**src/rtl/ti_share_encoder.sv**
```systemverilog
// ti_share_encoder: splits plain X/Y/Z words into 3-share Boolean masks for the TI Toffoli gadget,
// consuming one fresh 2*WIDTH random word per variable through a ready/valid handshake.
module ti_share_encoder #(
    parameter int WIDTH = 8
) (
    input  logic               clk_i,
    input  logic               rst_i,
    input  logic               in_valid_i,
    output logic               in_ready_o,
    input  logic [WIDTH-1:0]   X_i,
    input  logic [WIDTH-1:0]   Y_i,
    input  logic [WIDTH-1:0]   Z_i,
    input  logic               rnd_valid_i,
    output logic               rnd_ready_o,
    input  logic [2*WIDTH-1:0] rnd_i,
    output logic               out_valid_o,
    input  logic               out_ready_i,
    output logic [WIDTH-1:0]   X1_o,
    output logic [WIDTH-1:0]   X2_o,
    output logic [WIDTH-1:0]   X3_o,
    output logic [WIDTH-1:0]   Y1_o,
    output logic [WIDTH-1:0]   Y2_o,
    output logic [WIDTH-1:0]   Y3_o,
    output logic [WIDTH-1:0]   Z1_o,
    output logic [WIDTH-1:0]   Z2_o,
    output logic [WIDTH-1:0]   Z3_o
);
    typedef enum logic [2:0] {IDLE, RX, RY, RZ, OUT} state_t;
    state_t           state;
    logic [WIDTH-1:0] x_q, y_q, z_q;
    logic [WIDTH-1:0] r0, r1;
    logic             rnd_fire;
    assign r0       = rnd_i[WIDTH-1:0];
    assign r1       = rnd_i[2*WIDTH-1:WIDTH];
    assign rnd_fire = rnd_valid_i && rnd_ready_o;
    // Every port is a flop so no plain or random value can glitch through to the share outputs.
    always_ff @(posedge clk_i or negedge rst_i) begin
        if (!rst_i) begin
            state       <= IDLE;
            in_ready_o  <= 1'b0;
            rnd_ready_o <= 1'b0;
            out_valid_o <= 1'b0;
            x_q         <= '0;
            y_q         <= '0;
            z_q         <= '0;
            X1_o        <= '0;
            X2_o        <= '0;
            X3_o        <= '0;
            Y1_o        <= '0;
            Y2_o        <= '0;
            Y3_o        <= '0;
            Z1_o        <= '0;
            Z2_o        <= '0;
            Z3_o        <= '0;
        end else begin
            case (state)
                IDLE: begin
                    if (in_valid_i && in_ready_o) begin
                        x_q         <= X_i;
                        y_q         <= Y_i;
                        z_q         <= Z_i;
                        in_ready_o  <= 1'b0;
                        rnd_ready_o <= 1'b1;
                        state       <= RX;
                    end else begin
                        in_ready_o  <= 1'b1;
                    end
                end
                RX: if (rnd_fire) begin
                    X1_o  <= r0;
                    X2_o  <= r1;
                    X3_o  <= x_q ^ r0 ^ r1;
                    x_q   <= '0;
                    state <= RY;
                end
                RY: if (rnd_fire) begin
                    Y1_o  <= r0;
                    Y2_o  <= r1;
                    Y3_o  <= y_q ^ r0 ^ r1;
                    y_q   <= '0;
                    state <= RZ;
                end
                RZ: if (rnd_fire) begin
                    Z1_o        <= r0;
                    Z2_o        <= r1;
                    Z3_o        <= z_q ^ r0 ^ r1;
                    z_q         <= '0;
                    rnd_ready_o <= 1'b0;
                    out_valid_o <= 1'b1;
                    state       <= OUT;
                end
                OUT: if (out_ready_i) begin
                    // Shares are wiped once consumed so no randomness lingers into the next transaction.
                    X1_o        <= '0;
                    X2_o        <= '0;
                    X3_o        <= '0;
                    Y1_o        <= '0;
                    Y2_o        <= '0;
                    Y3_o        <= '0;
                    Z1_o        <= '0;
                    Z2_o        <= '0;
                    Z3_o        <= '0;
                    out_valid_o <= 1'b0;
                    in_ready_o  <= 1'b1;
                    state       <= IDLE;
                end
                default: state <= IDLE;
            endcase
        end
    end
endmodule

```
**config.mk**
```make
export PLATFORM = sky130hd
export DESIGN_NAME = ti_share_encoder
export DESIGN_NICKNAME = d
export VERILOG_FILES = /design/src/rtl/ti_share_encoder.sv
export SDC_FILE = /design/constraint.sdc
export NUM_CORES = 1
export LEC_CHECK = 0
export CAP_MARGIN = 15
export CORE_MARGIN = 2
export CORE_UTILIZATION = 48
export DETAILED_ROUTE_END_ITERATION = 7
export PLACE_DENSITY = 0.84
export SETUP_SLACK_MARGIN = 0.3
export SKIP_CTS_REPAIR_TIMING = 1
export SYNTH_ARGS = -nofsm -noshare
export SYNTH_HDL_FRONTEND = slang
export SYNTH_SLANG_ARGS = --single-unit
export TNS_END_PERCENT = 20
```
**constraint.sdc**
```tcl
create_clock -name clk_i -period 2 [get_ports clk_i]
set_input_delay 0.3 -clock clk_i [delete_from_list [all_inputs] [get_ports clk_i]]
set_output_delay 0.3 -clock clk_i [all_outputs]
set_load 0.01 [all_outputs]
```
**After elaboration in Yosys (flattened, before gate mapping)**

Index checks and enable logic that the tools add are counted.
W data, S select, Z words.

- Bits in registers: 102
- Bits in latches: 0
- Bits in writable memories: 0
- Bits in read-only memories: 0
- Bits of input ports: 45
- Output and inout bits: 75
- Logic and storage cells: 86
- Memories: 0

- Add/sub/neg operators: 0
- Multipliers: 0
- Div/mod/pow operators: 0
- $lt $le $gt $ge: 0
- Eq/ne operators: 9
- Shifts and indexed selects: 0
- Multiplexer cells: 37
- Bitwise logic cells: 6
- Reduce and logical (&&, ||, !) cells: 18

Operators by type and width:

| kind | count |
|---|---|
| $pmux W8 S2 | 12 |
| $mux W8 | 10 |
| $xor A8 B8 Y8 | 6 |
| $reduce_and A3 Y1 | 6 |
| $mux W3 | 5 |
| $pmux W3 S5 | 1 |
| $reduce_bool A2 Y1 | 7 |
| $ne A2 B2 Y1 const B | 5 |
| $eq A3 B2 Y1 const B | 2 |
| $mux W1 | 6 |
| $pmux W1 S2 | 3 |
| $reduce_and A5 Y1 | 1 |
| $eq A3 B1 Y1 const B | 1 |
| $eq A3 B3 Y1 const B | 1 |
| $logic_not A3 Y1 | 1 |
| $logic_and A1 B1 Y1 | 2 |
| $reduce_and A2 Y1 | 1 |

**Logic depth before layout (Yosys ltp)**

Gate-level depths: netlist of the first run.

- Word-level depth: 4
- Depth in mapped cells: 6
- Depth with buffers taken out: 3

**Worst setup path before layout of the first run**

OpenSTA, ideal clock, no wires.

- Path type: reg-to-reg
- Start point: register state[0]
- End point: register X1_o[0]
- Setup time: 0.125 ns
- Data arrival time: 1.539 ns
- Required time: 1.875 ns
- Setup slack: 0.337 ns
- Cell stages (with the launch flop): 6
- Path buffers: 2
- Clock period less this slack: 1.663 ns
- Path through: dfrtp_1 buf_2 nand4b_1 a21oi_2 buf_4 mux2_2

- Cells in the longest elaborated chain, start to end: 3
- Elaborated cells on any way between the ends: 7
- Classes of those cells: eq/ne (4); mux (1); reduce/logical (2)

Ends and longest elaborated chain:

| item | RTL line | source |
|---|---|---|
| from (decl) | 29 | `state_t state;` |
| from (signal assigned) | 39 | `state <= IDLE;` |
| from (signal assigned) | 64 | `state <= RX;` |
| from (signal assigned) | 74 | `state <= RY;` |
| $eq A3 B1 Y1 / $eq A3 B3 Y1 (equally long branches) | 56 | `case (state)` |
| $ne A2 B2 Y1 (no source line) / $reduce_bool A2 Y1 (equally long branches) | -- |  |
| $reduce_and A3 Y1 (no source line) | -- |  |
| to (signal assigned) | 70 | `X1_o <= r0;` |
| to (decl) | 18 | `output logic [WIDTH-1:0] X1_o,` |

Parallel ways exist; a longest one is shown, timed or not.
A chain may end at the register's enable or synchronous reset.

**Worst setup path in the final report of the first run**

- Start point: register rnd_ready_o
- End point: register z_q[5]

- Cells in the longest elaborated chain, start to end: 3

Ends and longest elaborated chain:

| item | RTL line | source |
|---|---|---|
| from (decl) | 14 | `output logic rnd_ready_o,` |
| from (signal assigned) | 41 | `rnd_ready_o <= 1'b0;` |
| from (signal assigned) | 63 | `rnd_ready_o <= 1'b1;` |
| from (signal assigned) | 88 | `rnd_ready_o <= 1'b0;` |
| $logic_and A1 B1 Y1 | 35 | `assign rnd_fire = rnd_valid_i && rnd_ready_o;` |
| $ne A2 B2 Y1 (no source line) | -- |  |
| $reduce_and A3 Y1 (no source line) | -- |  |
| to (signal assigned) | 61 | `z_q <= Z_i;` |
| to (decl) | 30 | `logic [WIDTH-1:0] x_q, y_q, z_q;` |

Every way passes these cells.

==> impl_metrics.ini, run 1 <==
[global_route]
antenna_found_initial = 0
grt_pass1_wl_mm = 17.1
gr-total-overflow = 0
grt_usage_pct = 22.9
grt_max_degree = 40
grt_pass1_vias = 3089

[route]
routed_wl_mm = 11.0
dr.pass1.iters = 7
drt_iter0_drc = 182
routedWlPerCell_um = 19.8
vias = 3051
route.detailed.drc = 0
viasPerCell = 5.52
ant_nets = 0

[floorplanning]
fp-row-count = 34
boundaryPins = 120
die_area_um2 = 9750
core_um2 = 8720
die_x_um = 98.8
start_util_pct = 49.4
die_h_um = 98.8

[critical_path]
path_max_fanout = 8
worstSetupPathType = reg2reg
cpPeakStageDelay_ns = 0.57
cp-end-kind = register
cpMaxStageDelayCell = a22oi_1
cp.buffers_inverters = 1
path_delay_family = compound AO/OA/AOI/OAI gates
cp_cell_sequence = and3b_2 > buf_4 > a22oi_1 > a22o_1
arrival_ns = 2.09
startpoint_type = register
cp.required_ns = 2.30

[cells_and_area]
regArea_um2 = 2560
multiInputGateArea_um2 = 1670
fillCellCount = 627
post-route-util_pct = 68.4
final_cell_mix = 118 x clkdlybuf4s50_1, 99 x dfrtp_1, 49 x a22o_1
area_delta_synth_final_pct = 38.4
nets = 485
antenna-diode-count = 0
layout_commonest_cell = clkdlybuf4s50_1
drive_gt1_share_pct = 22.2

[sta]
finalSetupTns_ns = 0
hold_viol = 0
worst_pin_slew_ns = 0.735
finalCriticalPeriod_ns = 1.79
relSlewSlack_pct = 50.6
period_share_pct = 89.6
setup_viol = 0
max_freq_ghz = 0.558
finClkSkew_ns = 0.00707
rsz0062_at_grt = true
slew_violations = 0

[clock_tree]
clkTransAtPathRegs_ns = 0.10
cts_tree = yes
clock_latency_ns = 0.36
htreeDepth = 3
cts_sinks = 102
clockRootBuffer = clkbuf_8
cts_buffers = 9
cts_max_path_buffers = 2

[yosys]
seq_area_frac_synth_pct = 59.2
syn-num-nets = 347
synth-edff-count = 0
yosys_warnings = 0
syn_area_per_cell_um2 = 14.3
synth-main-ff-cell = dfrtp_1
ys_ff_latch = 102
async_reset_ff_share_pct = 100
syn_inst = 302
ys_types = 33
synth_area_um2 = 4310

[placement]
hpwl_mm = 7.93
gp_congestion = 0.865
portBuffers = 119

[hold_path]
hold_class = in2async

[status]
outcome = complete, no violations

[job]
cap_violations = 0

[power_and_ir_drop]
power_density_nw_per_um2 = 1570
ir_drop_uv = 877
p_leak_uw = 0.00254
## cell families after synthesis
kind of cell | Yosys count | share of synthesized area, %
flip-flops | 102 | 59.2
AO/OA/AOI/OAI | 64 | 12.3
multiplexers | 48 | 13.4
AND/OR/NAND/NOR | 38 | 5.72
XOR/XNOR | 33 | 6.71
buffers and inverters | 17 | 2.64
## stage by stage
stage                     cell area (um2)  total power [uW]  hold slack (ns)  std cells  setup slack, ns
after CTS                            5890              9290          -0.0949        547            0.128
after global routing                 5960              9870            0.499        553            0.127
final                                5960              9370            0.445        553            0.209
after global placement               5700              7870            0.297        531           0.0154
after detailed placement             5700              8020            0.302        531          -0.0585
after floorplan                      4310              5850          0.00441        302            0.337
## power by group
part / total (uW) / internal, uW / switching [uW]
logic: 4400 / 2720 / 1680
registers: 3720 / 3020 / 696
clock network: 1250 / 509 / 744
total: 9370 / 6250 / 3120
## per-layer routing
layer	vias to the layer above	track usage, %	share of wire (%)
li1	1370	-	-
met1	1560	31.5	42
met2	112	37.5	51
met3	9	4.04	5.9
met4	0	6.74	1.3
met5	-	0	0
## synthesized netlist by cell type, types with 2 or more instances
master,n,area [um2]
mux2_4,10,150
buf_6,2,22.5
dfrtp_1,102,2550
a22o_1,49,429
inv_1,2,7.51
and2_1,3,18.8
mux2_2,38,428
clkbuf_1,2,7.51
nor2_1,3,11.3
buf_2,5,25.0
nor2b_1,17,106
a21oi_1,5,25.0
nand4b_1,2,17.5
nand3_1,2,10.0
a22oi_1,3,22.5
xnor2_1,32,280
a21oi_2,2,17.5
buf_4,3,22.5
a21o_1,3,22.5
nand3b_1,4,30.0
## worst paths after layout
path                        startpoint        to  slack [ns]  cells past startpoint
min                              rst_i   Y2_o[7]        0.45                      2
max reg2reg                rnd_ready_o    z_q[5]        0.21                      4
max in group asynchronous        rst_i  state[0]        0.82                      3
max                        rnd_ready_o    z_q[5]        0.21                      4
min reg2reg                    X3_o[5]   X3_o[5]        0.51                      1
min in group clk_i             X3_o[5]   X3_o[5]        0.51                      1
## worst register-to-register path, cell delays in order, from the launching register on
cell and delay (ns):
dfrtp_1 0.48, and3b_2 0.29, buf_4 0.15, a22oi_1 0.57, a22o_1 0.24
## layout make-up
class,count,area share (%)
multi-input cells,183,28.1
repair buffers,142,23.5
flip-flops and latches,102,42.9
clock buffers,10,2.31
clock inverters,6,0.881
well taps,108,2.27
inverters,2,0.126
## flip-flops by register name (all words and copies together), names as in the netlist
| name | flops |
|---|---|
| Y1_o | 8 |
| X1_o | 8 |
| z_q | 8 |
| Z2_o | 8 |
| y_q | 8 |
| X2_o | 8 |
| Y2_o | 8 |
| Z3_o | 8 |
| rnd_ready_o | 1 |
| Y3_o | 8 |
| state | 3 |
| out_valid_o | 1 |
| in_ready_o | 1 |
| x_q | 8 |
| X3_o | 8 |
| Z1_o | 8 |
(Power assumes the default switching activity.)
==> run 2, diff against run 1 <==
--- a/config.mk
+++ b/config.mk
@@ -7,9 +7,10 @@
 export LEC_CHECK = 0
 export CAP_MARGIN = 15
 export CORE_MARGIN = 2
-export CORE_UTILIZATION = 48
+export CORE_UTILIZATION = 52
 export DETAILED_ROUTE_END_ITERATION = 7
-export PLACE_DENSITY = 0.84
+export HOLD_SLACK_MARGIN = 0.15
+export PLACE_DENSITY = 0.9
 export SETUP_SLACK_MARGIN = 0.3
 export SKIP_CTS_REPAIR_TIMING = 1
 export SYNTH_ARGS = -nofsm -noshare
==> constraint.sdc (replaced) <==
create_clock -name clk_i -period 2.1 [get_ports clk_i]
set_input_delay 0.42 -clock clk_i [delete_from_list [all_inputs] [get_ports clk_i]]
set_output_delay 0.42 -clock clk_i [all_outputs]
set_load 0.01 [all_outputs]
==> impl_metrics.ini, run 2 (synthesis results as in run 1) <==
[status]
outcome = complete, no violations

[critical_path]
startpoint_type = register
cp_cell_sequence = clkdlybuf4s50_1
path_max_fanout = 7
cp.buffers_inverters = 1
arrival_ns = 1.41
worstSetupPathType = reg2out
cp.required_ns = 1.68
cp-end-kind = output port
path_delay_family = buffers and inverters
cpPeakStageDelay_ns = 0.58
cpMaxStageDelayCell = clkdlybuf4s50_1

[clock_tree]
clock_latency_ns = 0.36
cts_tree = yes
clockRootBuffer = clkbuf_8
cts_sinks = 102
cts_max_path_buffers = 2
cts_buffers = 9
clkTransAtPathRegs_ns = 0.10
htreeDepth = 3

[route]
ant_nets = 0
route.detailed.drc = 0
routedWlPerCell_um = 20.3
vias = 3098
viasPerCell = 5.74
routed_wl_mm = 11.0
drt_iter0_drc = 157
dr.pass1.iters = 4

[cells_and_area]
layout_commonest_cell = clkdlybuf4s50_1
area_delta_synth_final_pct = 36.5
multiInputGateArea_um2 = 1650
nets = 475
drive_gt1_share_pct = 19.1
post-route-util_pct = 72.3
fillCellCount = 542
regArea_um2 = 2550
layoutNonFillerInstCount = 540
final_cell_mix = 118 x clkdlybuf4s50_1, 100 x dfrtp_1, 49 x a22o_1
antenna-diode-count = 0

[global_route]
gr-total-overflow = 0
grt_pass1_wl_mm = 16.4
grt_usage_pct = 24.6
antenna_found_initial = 0
grt_pass1_vias = 3047
grt_max_degree = 39

[job]
cap_violations = 0

[floorplanning]
die_x_um = 95.0
fp-row-count = 33
core_um2 = 8130
die_h_um = 95.0
die_area_um2 = 9030
start_util_pct = 53.0
boundaryPins = 120

[sta]
hold_slack_ns = 0.512
finClkSkew_ns = 0.0109
period_share_pct = 87.0
slew_violations = 0
relSlewSlack_pct = 51.2
finalCriticalPeriod_ns = 1.83
hold_viol = 0
setup_viol = 0
max_freq_ghz = 0.548
setup_ws_ns = 0.274
worst_pin_slew_ns = 0.732
rsz0062_at_grt = true

[placement]
gp_congestion = 0.892
place_ws_ns = -0.139
dp.cells = 523
portBuffers = 119
hpwl_mm = 7.84

[power_and_ir_drop]
ir_drop_uv = 875
power_density_nw_per_um2 = 1500
post-layout-total-power_uw = 8810
p_leak_uw = 0.00249

[hold_path]
hold_class = reg2reg
-- run 2: changes by cell type in the layout (fill, tap and decap cells not counted), sizes merged --
cell	change
buf	-10
clkinvlp	+1
inv	-1
-- run 2: per-stage QoR --
| stage | area [um2] | setup TNS (ns) |
|---|---|---|
| finish | 5880 | 0 |
| global route | 5880 | 0 |
| CTS | 5860 | 0 |
| detailed placement | 5680 | -1.72 |
| global placement | 5680 | -0.193 |
| floorplan | 4310 | 0 |
-- run 2: power by group --
| part | total, uW | switching [uW] | internal [uW] |
|---|---|---|---|
| Sequential | 3540 | 663 | 2880 |
| Combinational | 4110 | 1600 | 2510 |
| Clock | 1160 | 711 | 452 |
-- run 2: metal layers --
metal | routed length (um) | global-route usage, % | share of wire, %
met1 | 4410 | 32.8 | 40
met4 | 341 | 10.5 | 3.1
met5 | 0 | 0 | 0
met3 | 566 | 3.72 | 5.2
met2 | 5660 | 40.5 | 52
-- run 2: cell type report --
cell class	count	area share, %
Sequential cell	102	43.4
Clock buffer	10	2.17
Multi-Input combinational cell	183	28.1
Clock inverter	6	0.936
Tap cell	105	2.23
Timing Repair Buffer	132	23.0
Inverter	2	0.128
-- run 2: path summary, 6_finish.rpt --
path	endpoint	slack, ns	startpoint	depth (start not counted)
min in group asynchronous	X2_o[1]	0.53	rst_i	2
setup reg to reg	x_q[1]	0.28	state[1]	3
hold reg to reg	Y3_o[2]	0.51	Y3_o[2]	1
hold / removal	Y3_o[2]	0.51	Y3_o[2]	1
max in group asynchronous	X3_o[2]	0.96	rst_i	3
setup / recovery	rnd_ready_o	0.27	rnd_ready_o	1
